$ cat src/rtl/multi_clock_generator_pkg.sv
// Shared constants for the multi-channel clock divider: channel limits, output
// mode codes and the standard divisors for a 100 MHz crystal.
package multi_clock_generator_pkg;

  localparam int unsigned MAX_CH = 8;
  localparam int unsigned SEL_W  = 3;

  typedef enum logic {
    ModeSquare = 1'b0,
    ModePulse  = 1'b1
  } mode_e;

  localparam int unsigned DIV_BY_25M_W  = 25;
  localparam int unsigned DIV_BY_500K_W = 19;
  localparam logic [DIV_BY_25M_W-1:0]  DIV_BY_25M  = 25'd25000000;
  localparam logic [DIV_BY_500K_W-1:0] DIV_BY_500K = 19'd500000;

  function automatic logic sel_valid(input logic [SEL_W-1:0] sel, input int unsigned num_ch);
    return 32'(sel) < num_ch;
  endfunction

endpackage

$ cat src/rtl/multi_clock_generator_clk_div_channel.sv
// One divider channel: counter, active/pending divisor pair and output mode.
// Divisor changes land only on a period boundary, on sync, or while disabled.
module multi_clock_generator_clk_div_channel
  import multi_clock_generator_pkg::*;
#(
  parameter int unsigned          CNT_WIDTH   = 26,
  parameter logic [CNT_WIDTH-1:0] DEFAULT_DIV = '1
) (
  input  logic                 i_clk,
  input  logic                 i_rst,
  input  logic                 i_en,
  input  logic                 i_mode,
  input  logic                 i_sync,
  input  logic                 i_wr,
  input  logic [CNT_WIDTH-1:0] i_data,
  output logic                 o_clk_out,
  output logic                 o_tick,
  output logic                 o_pending
);

  logic [CNT_WIDTH-1:0] r_count;
  logic [CNT_WIDTH-1:0] r_active;
  logic [CNT_WIDTH-1:0] r_pending;
  logic                 r_pend_flag;
  logic                 r_clk_out;
  logic                 r_tick;

  logic [CNT_WIDTH-1:0] w_last;
  logic                 w_tc;
  mode_e                w_mode;

  // A divisor of 0 behaves as 1; '>=' keeps the counter self-recovering.
  assign w_last = (r_active == '0) ? '0 : r_active - 1'b1;
  assign w_tc   = (r_count >= w_last);
  assign w_mode = mode_e'(i_mode);

  always_ff @(posedge i_clk or posedge i_rst) begin
    if (i_rst) begin
      r_count     <= '0;
      r_active    <= DEFAULT_DIV;
      r_pending   <= DEFAULT_DIV;
      r_pend_flag <= 1'b0;
      r_clk_out   <= 1'b0;
      r_tick      <= 1'b0;
    end else if (i_sync) begin
      r_count     <= '0;
      r_clk_out   <= 1'b0;
      r_tick      <= 1'b0;
      r_pend_flag <= 1'b0;
      if (i_wr) begin
        r_active  <= i_data;
        r_pending <= i_data;
      end else if (r_pend_flag) begin
        r_active <= r_pending;
      end
    end else if (i_en) begin
      r_tick <= w_tc;
      if (w_tc) begin
        r_count     <= '0;
        r_clk_out   <= (w_mode == ModePulse) ? 1'b1 : ~r_clk_out;
        r_pend_flag <= 1'b0;
        // A write coinciding with the boundary goes straight to active.
        if (i_wr) begin
          r_active  <= i_data;
          r_pending <= i_data;
        end else if (r_pend_flag) begin
          r_active <= r_pending;
        end
      end else begin
        r_count <= r_count + 1'b1;
        if (w_mode == ModePulse) begin
          r_clk_out <= 1'b0;
        end
        if (i_wr) begin
          r_pending   <= i_data;
          r_pend_flag <= 1'b1;
        end
      end
    end else begin
      r_tick <= 1'b0;
      if (i_wr) begin
        r_pending   <= i_data;
        r_pend_flag <= 1'b1;
      end else if (r_pend_flag) begin
        r_active    <= r_pending;
        r_pend_flag <= 1'b0;
      end
    end
  end

  assign o_clk_out = r_clk_out;
  assign o_tick    = r_tick;
  assign o_pending = r_pend_flag;

endmodule

$ cat src/rtl/multi_clock_generator.sv
// NUM_CH independent programmable clock dividers with per-channel strobes.
// Decodes divisor writes by channel and fans sync_all out to every channel.
module multi_clock_generator
  import multi_clock_generator_pkg::*;
#(
  parameter int unsigned                     NUM_CH      = 2,
  parameter int unsigned                     CNT_WIDTH   = 26,
  parameter logic [NUM_CH*CNT_WIDTH-1:0]     DEFAULT_DIV = {26'd500000, 26'd25000000}
) (
  input  logic                 clk,
  input  logic                 rst,
  input  logic [NUM_CH-1:0]    en,
  input  logic [NUM_CH-1:0]    mode,
  input  logic                 sync_all,
  input  logic                 div_wr,
  input  logic [SEL_W-1:0]     div_sel,
  input  logic [CNT_WIDTH-1:0] div_data,
  output logic [NUM_CH-1:0]    clk_out,
  output logic [NUM_CH-1:0]    tick,
  output logic [NUM_CH-1:0]    div_pending
);

  logic              w_sel_ok;
  logic [NUM_CH-1:0] w_wr;

  // Out-of-range channel indices are dropped here so no channel sees them.
  assign w_sel_ok = sel_valid(div_sel, NUM_CH);

  for (genvar ch = 0; ch < NUM_CH; ch++) begin : g_ch
    assign w_wr[ch] = div_wr & w_sel_ok & (div_sel == SEL_W'(ch));

    multi_clock_generator_clk_div_channel #(
      .CNT_WIDTH   (CNT_WIDTH),
      .DEFAULT_DIV (DEFAULT_DIV[ch*CNT_WIDTH +: CNT_WIDTH])
    ) u_clk_div_channel (
      .i_clk     (clk),
      .i_rst     (rst),
      .i_en      (en[ch]),
      .i_mode    (mode[ch]),
      .i_sync    (sync_all),
      .i_wr      (w_wr[ch]),
      .i_data    (div_data),
      .o_clk_out (clk_out[ch]),
      .o_tick    (tick[ch]),
      .o_pending (div_pending[ch])
    );
  end

endmodule
$ cat config.mk
export PLATFORM = sky130hd
export DESIGN_NAME = multi_clock_generator
export DESIGN_NICKNAME = d
export VERILOG_FILES = /design/src/rtl/multi_clock_generator_pkg.sv /design/src/rtl/multi_clock_generator_clk_div_channel.sv /design/src/rtl/multi_clock_generator.sv
export SDC_FILE = /design/constraint.sdc
export NUM_CORES = 1
export LEC_CHECK = 0
export CAP_MARGIN = 0
export CORE_MARGIN = 3
export CORE_UTILIZATION = 45
export DETAILED_ROUTE_END_ITERATION = 12
export DONT_BUFFER_PORTS = 1
export GPL_TIMING_DRIVEN = 0
export PLACE_DENSITY_LB_ADDON = 0.15
export SYNTH_ARGS = -nofsm -noshare
export SYNTH_HDL_FRONTEND = slang
export SYNTH_SLANG_ARGS = --single-unit
$ cat constraint.sdc
create_clock -name clk -period 8.1 [get_ports clk]
set_clock_uncertainty 0.2 [all_clocks]
set_input_delay 2.43 -clock clk [delete_from_list [all_inputs] [get_ports clk]]
set_output_delay 2.43 -clock clk [all_outputs]
set_load 0.02 [all_outputs]
==> impl_metrics.yaml, run 1 <==
floorplan:
  die-area_um2: 24760
  rows: 54
  dieWidth_um: 157.4
  coreArea_um2: 22160
  die_y_um: 157.4
  io_pins: 43
  initial_core_util_pct: 46.52
detailed_routing:
  via_per_inst: 6.139
  wl_per_cell_um: 20.16
  ant_nets: 0
  via_count: 8540
  drc: 0
  drtIter0Drc: 666
  postRouteWirelength_um: 28040
  drtPass1Iterations: 5
global_route:
  grt_max_degree: 100
  grt_pass1_vias: 8064
  grt_pass1_wl_um: 45570
  overflow: 0
  antenna_found_initial: 0
  grt_usage_pct: 23.27
placement:
  gp_congestion: 0.8555
  dp_hpwl_um: 20730
  port_buffers: 0
  placed_cell_area_um2: 10690
clock_network:
  cts_buffers: 17
  cts_setup_buffers: 0
  clk_pin_slew_ns: 0.07
  ctsHoldBuffers: 0
  ctsResizeCount: 0
  insertion_delay_ns: 0.44
  clock_path_buffers: 2
  cts.sinks: 162
  htreeDepth: 4
  cts_tree: "done"
  root_buffer: "clkbuf_16"
logic_synthesis:
  ys_seq_area_share_pct: 39.79
  syn_area_per_cell_um2: 9.563
  synth_warnings: 0
  synth_cells: 1078
  synthMuxAreaShare_pct: 6.178
  synth_seq_cells: 162
  async_flop_share_pct: 100.0
  synth_top_family_by_area: "simple AND/OR/NAND/NOR gates"
  synth_fa_ha_area_share_pct: 6.797
  synth-xor-area-share_pct: 3.653
  synth.net_count: 1171
  yosys.area_share.simple_pct: 22.73
  synth_area_leader_cell: "dfrtp_1"
  synth_cell_type_count: 68
  synth_commonest_cells: "124 x dfrtp_1, 116 x nand2_1, 57 x nand3b_1"
  synth.area.top_cells: "dfrtp_1 30%, dfstp_2 9.7%, ha_1 6.8%"
  synth_compound_area_share_pct: 16.68
  synth.most_common_cell: "dfrtp_1"
  syn-cell-area_um2: 10310
  yosysTopAreaCellShare_pct: 30.10
  synth-edff-count: 0
  ys.flop_type: "dfrtp_1"
power:
  p_leak_nw: 4.774
  totalPowerFinal_mw: 2.456
  vdd_drop_max_uv: 134.7
  powerDensity_nw_per_um2: 217.3
final_layout:
  fill_cells: 2034
  final_cell_area_um2: 11300
  layout-drive-gt1-share_pct: 14.40
  diodes: 0
  nNetsFinal: 1191
  synthToLayoutAreaGrowth_pct: 9.625
sta:
  setup_violations: 0
  slew_viol_final: 0
  rsz0062_at_grt: "false"
  slew-limit-headroom_pct: 48.07
  tightest_slew_ns: 0.7705
  maxClockFrequency_ghz: 0.1835
  finalHoldViolations: 0
  period_needed_ns: 5.448
  hold_ws_ns: 0.2986
  period_share_pct: 67.26
critical_path:
  start_kind: "register"
  worstPathRequired_ns: 8.19
  crit_fanout: 10
  arrival_ns: 5.54
  critPathKind: "reg2reg"
  crit_path_end_kind: "register"
flow_run:
  cap_violations: 0
run_status:
  run_status: "finished clean"
min_path:
  min_path_type: "reg2reg"
==> sequential cells by signal (all words and copies together) (netlist names) <==
name,count
g_ch.u_clk_div_channel.r_active,52
g_ch.u_clk_div_channel.r_count,52
g_ch.u_clk_div_channel.r_pending,52
g_ch.u_clk_div_channel.o_clk_out,2
g_ch.u_clk_div_channel.o_pending,2
g_ch.u_clk_div_channel.o_tick,2
==> through the flow <==
step                utilization (%)  setup slack (ns)  std cells  setup TNS [ns]
floorplan                         -             1.156       1078               0
global placement              48.10            -1.035       1358         -126.66
detailed placement            48.26             2.698       1359               0
CTS                           50.99             2.682       1391               0
global route                  50.99             2.344       1391               0
finish                        50.99             2.652       1391               0
==> path summary, 6_finish.rpt <==
path / start / to / slack (ns) / depth (start not counted)
max: g_ch[0].u_clk_div_channel.r_active[0]$_DFFE_PP0P_ / g_ch[0].u_clk_div_channel.r_active[4]$_DFFE_PP0P_ / 2.65 / 19
min: g_ch[0].u_clk_div_channel.r_pending[25]$_DFFE_PP0P_ / g_ch[0].u_clk_div_channel.r_pending[25]$_DFFE_PP0P_ / 0.30 / 1
max in group asynchronous: rst / g_ch[1].u_clk_div_channel.r_count[0]$_DFFE_PP0P_ / 5.15 / 2
max reg2reg: g_ch[0].u_clk_div_channel.r_active[0]$_DFFE_PP0P_ / g_ch[0].u_clk_div_channel.r_active[4]$_DFFE_PP0P_ / 2.65 / 19
min reg2reg: g_ch[0].u_clk_div_channel.r_pending[25]$_DFFE_PP0P_ / g_ch[0].u_clk_div_channel.r_pending[25]$_DFFE_PP0P_ / 0.30 / 1
min in group asynchronous: rst / g_ch[0].u_clk_div_channel.r_pending[15]$_DFFE_PP0P_ / 1.66 / 1
==> power by group <==
part           leakage (nW)  switching (mW)  internal, mW  total (mW)
clock network         0.296           0.405         0.420       0.825
registers              1.98           0.143         0.988        1.13
logic                  2.50           0.242         0.259       0.500
total                  4.77           0.789          1.67        2.46
==> cells by family after synthesis <==
| kind of cell | Yosys count |
|---|---|
| xor gates and xnor gates | 43 |
| and+or+nand+nor | 428 |
| DFF | 162 |
| AOI/OAI and AO/OA | 236 |
| muxes | 57 |
| buffers and inverters | 96 |
| adders and majority gates | 56 |
==> area by class of cell <==
| type | count | area, µm² | share of cell area (%) |
|---|---|---|---|
| plain buffers | 73 | 344.1 | 3.045 |
| clock buffers | 17 | 425.4 | 3.764 |
| clock inverters | 15 | 181.4 | 1.605 |
| inverters | 23 | 93.84 | 0.8304 |
| multi-input cells | 820 | 5777 | 51.12 |
| flip-flops and latches | 162 | 4101 | 36.29 |
| well taps | 280 | 350.3 | 3.100 |
| repair buffers | 1 | 27.53 | 0.2436 |
==> worst max-delay path: stages (launching register included) <==
cell and delay [ns]:
dfrtp_1 0.42, inv_1 0.08, ha_1 0.16, nor2b_1 0.23
nand3_1 0.21, nand3b_2 0.28, or2_1 0.27, or3_1 0.37
clkbuf_2 0.17, buf_6 0.16, nand2_1 0.08, ha_1 0.24
a211oi_1 0.24, nor2_1 0.09, o41ai_2 0.73, nand3_1 0.54
and2_1 0.29, buf_2 0.16, buf_2 0.20, a2bb2oi_1 0.15
==> cell usage in the layout (no fill, tap or decap), types with 7 or more instances in the layout <==
cell type | Yosys | layout
nand2_1 | 116 | 116
and3_1 | 9 | 9
nand2b_1 | 8 | 8
nor4_1 | 19 | 19
and2_1 | 10 | 10
a2bb2oi_1 | 50 | 50
dfrtp_1 | 124 | 124
clkbuf_16 | 0 | 17
nor4b_1 | 7 | 7
o21ai_0 | 51 | 51
dfstp_2 | 38 | 38
nor3_1 | 36 | 36
nand3b_1 | 57 | 57
nor2_1 | 49 | 49
nor2b_1 | 7 | 7
clkbuf_1 | 45 | 45
xnor2_1 | 12 | 12
inv_1 | 23 | 22
buf_2 | 11 | 11
nand4_1 | 33 | 33
a21oi_1 | 35 | 35
nand3_1 | 33 | 33
o41ai_1 | 7 | 7
mux2_2 | 53 | 53
ha_1 | 56 | 56
or4_1 | 12 | 12
or3_1 | 11 | 11
a221o_1 | 8 | 8
o31ai_1 | 32 | 32
xor2_1 | 31 | 31
==> metal layers <==
metal | wire length, µm | part of all wire, % | vias up | global-route usage, %
li1 | - | - | 4100 | -
met1 | 13700 | 49 | 4130 | 35.77
met2 | 12080 | 43 | 281 | 34.06
met3 | 1897 | 6.8 | 29 | 4.207
met4 | 372 | 1.3 | 0 | 5.331
met5 | 0 | 0 | - | 0
(Power assumes the default switching activity.)
==> run 2: changes to the inputs <==
==> constraint.sdc (replaced) <==
create_clock -name clk -period 4.7 [get_ports clk]
set_clock_uncertainty 0.2 [all_clocks]
set_input_delay 1.41 -clock clk [delete_from_list [all_inputs] [get_ports clk]]
set_output_delay 1.41 -clock clk [all_outputs]
set_load 0.02 [all_outputs]
==> run 2 against run 1 <==
Compared with the run above: power rose by 77%; design area rose by 7.5%; sequential power rose by 74%; largest cell class unchanged.
==> impl_metrics.yaml, run 2 (synthesis gave the netlist of run 1 again) <==
run_status:
  run_status: "finished clean"
floorplan:
  die-area_um2: 24760
  die_y_um: 157.4
  io_pins: 43
  initial_core_util_pct: 46.52
  rows: 54
  dieWidth_um: 157.4
  coreArea_um2: 22160
detailed_routing:
  postRouteWirelength_um: 28960
  ant_nets: 0
  drtIter0Drc: 676
  via_per_inst: 6.151
  via_count: 8753
  wl_per_cell_um: 20.35
  drc: 0
  drtPass1Iterations: 8
power:
  totalPowerFinal_mw: 4.347
  vdd_drop_max_uv: 246.2
  p_leak_nw: 5.140
  powerDensity_nw_per_um2: 358.0
sta:
  rsz0062_at_grt: "true"
  setup_violations: 0
  slew_viol_final: 0
  maxClockFrequency_ghz: 0.2165
  period_needed_ns: 4.618
  finalHoldViolations: 0
  period_share_pct: 98.26
  tightest_slew_ns: 0.9179
  slew-limit-headroom_pct: 38.81
global_route:
  grt_max_degree: 39
  grt_pass1_wl_um: 46330
  antenna_found_initial: 0
  grt_pass1_vias: 8248
  grt_usage_pct: 23.74
  overflow: 0
placement:
  port_buffers: 0
  dp_hpwl_um: 21010
  placed_cell_area_um2: 10740
  gp_congestion: 0.8271
clock_network:
  cts_tree: "done"
  cts.sinks: 162
  clk_pin_slew_ns: 0.08
  root_buffer: "clkbuf_16"
  htreeDepth: 4
  insertion_delay_ns: 0.44
  clock_path_buffers: 2
  ctsHoldBuffers: 0
  cts_buffers: 17
critical_path:
  max_stage_delay_ns: 0.56
  start_kind: "register"
  crit_path_end_kind: "register"
  cp_slowest_cell: "or4_4"
  cp_cell_sequence: "or4_4 > nor3_4 > nand3b_4 > or2_4 > or4_4 > nor3b_2 > a21oi_2 > ha_1 > nand4_1 > nor4_2 > a32o_2 > nor4_4 > nand2_2 > buf_6 > or4_4 > nand3_2"
  critPathKind: "reg2reg"
  crit_fanout: 5
  arrival_ns: 4.79
  cpMostUsedCell: "or4_4"
  worstPathRequired_ns: 4.87
min_path:
  min_path_type: "reg2reg"
final_layout:
  layout-drive-gt1-share_pct: 22.92
  final_cell_area_um2: 12140
  reg.largest.list: "g_ch.u_clk_div_channel.r_active: 52 flops, g_ch.u_clk_div_channel.r_count: 52 flops, g_ch.u_clk_div_channel.r_pending: 52 flops"
  mostFrequentLayoutCells: "122 x dfrtp_1, 114 x nand2_1, 57 x nand3b_1"
  layout_commonest_cell: "dfrtp_1"
  nNetsFinal: 1223
  synthToLayoutAreaGrowth_pct: 17.81
  diodes: 0
  final_core_util_pct: 54.80
flow_run:
  cap_violations: 0
==> run 2: cell count changes in the layout (fill, tap and decap cells not counted), moves of 6 or more <==
| cell | delta |
|---|---|
| a2bb2oi_2 | +12 |
| buf_6 | +7 |
| a2bb2oi_1 | -12 |
| nor4_1 | -6 |
| nand3_1 | -6 |
| clkbuf_1 | -7 |
| buf_2 | -7 |
| o41ai_1 | -6 |
| buf_4 | +29 |
==> run 2: path summary, 6_finish.rpt <==
kind,startpoint,endpoint,slack (ns),cells past startpoint
worst max-delay path,g_ch[0].u_clk_div_channel.r_active[10]$_DFFE_PP0P_,g_ch[0].u_clk_div_channel.r_count[10]$_DFFE_PP0P_,0.08,16
worst min-delay path,g_ch[0].u_clk_div_channel.r_pending[3]$_DFFE_PP0P_,g_ch[0].u_clk_div_channel.r_pending[3]$_DFFE_PP0P_,0.30,1
worst max register to register,g_ch[0].u_clk_div_channel.r_active[10]$_DFFE_PP0P_,g_ch[0].u_clk_div_channel.r_count[10]$_DFFE_PP0P_,0.08,16
worst min register to register,g_ch[0].u_clk_div_channel.r_pending[3]$_DFFE_PP0P_,g_ch[0].u_clk_div_channel.r_pending[3]$_DFFE_PP0P_,0.30,1
max in group asynchronous,rst,g_ch[1].u_clk_div_channel.r_pending[5]$_DFFE_PP1P_,2.67,3
min in group asynchronous,rst,g_ch[0].u_clk_div_channel.r_pending[10]$_DFFE_PP0P_,0.75,1
==> run 2: stage by stage <==
stage	setup TNS [ns]	hold slack, ns	setup WS, ns	instances
floorplan	0	0.2699	0.4028	1078
global placement	-38.52	0.2778	-0.6591	1358
detailed placement	-42.15	0.2838	-0.6866	1362
CTS	0	0.2993	0.007628	1403
global route	-2.780	0.3086	-0.1109	1423
finish	0	0.2988	0.08155	1423
==> run 2: per-layer routing <==
metal  global-route usage (%)  vias up  part of all wire, %
met5                        0        -                    0
met4                    6.901        0                  1.8
met3                    5.087       37                  7.4
met2                    34.71      289                   43
met1                    35.40     4265                   48
li1                         -     4162                    -
==> run 2: cell type report <==
cell class / count / area [µm²]
Fill cell: 2004 / 10020
Timing Repair Buffer: 36 / 370.4
Clock inverter: 15 / 178.9
Sequential cell: 162 / 4104
Inverter: 23 / 90.09
Clock buffer: 17 / 425.4
Multi-Input combinational cell: 820 / 6213
Tap cell: 280 / 350.3
Buffer: 70 / 411.6
==> run 2: where the power goes <==
group	total (mW)	internal (mW)	switching (mW)
sequential	1.97	1.70	0.267
clock	1.42	0.722	0.701
combinational	0.953	0.507	0.446
==> run 2: worst max-delay path, delay by kind of cell (launching register included) <==
family,cells,cell delay [ns]
DFF,1,0.43
AOI/OAI and AO/OA,2,0.30
and+or+nand+nor,12,3.14
adders and majority gates,1,0.32
buffers and inverters,1,0.18
==> run 2: repair_timing <==
action / in CTS / in global routing
gates resized for setup: 26 / 107
setup endpoints to repair: 106 / 108
pin swaps: 5 / 39
cloned: 0 / 3
buffers inserted: 9 / 20
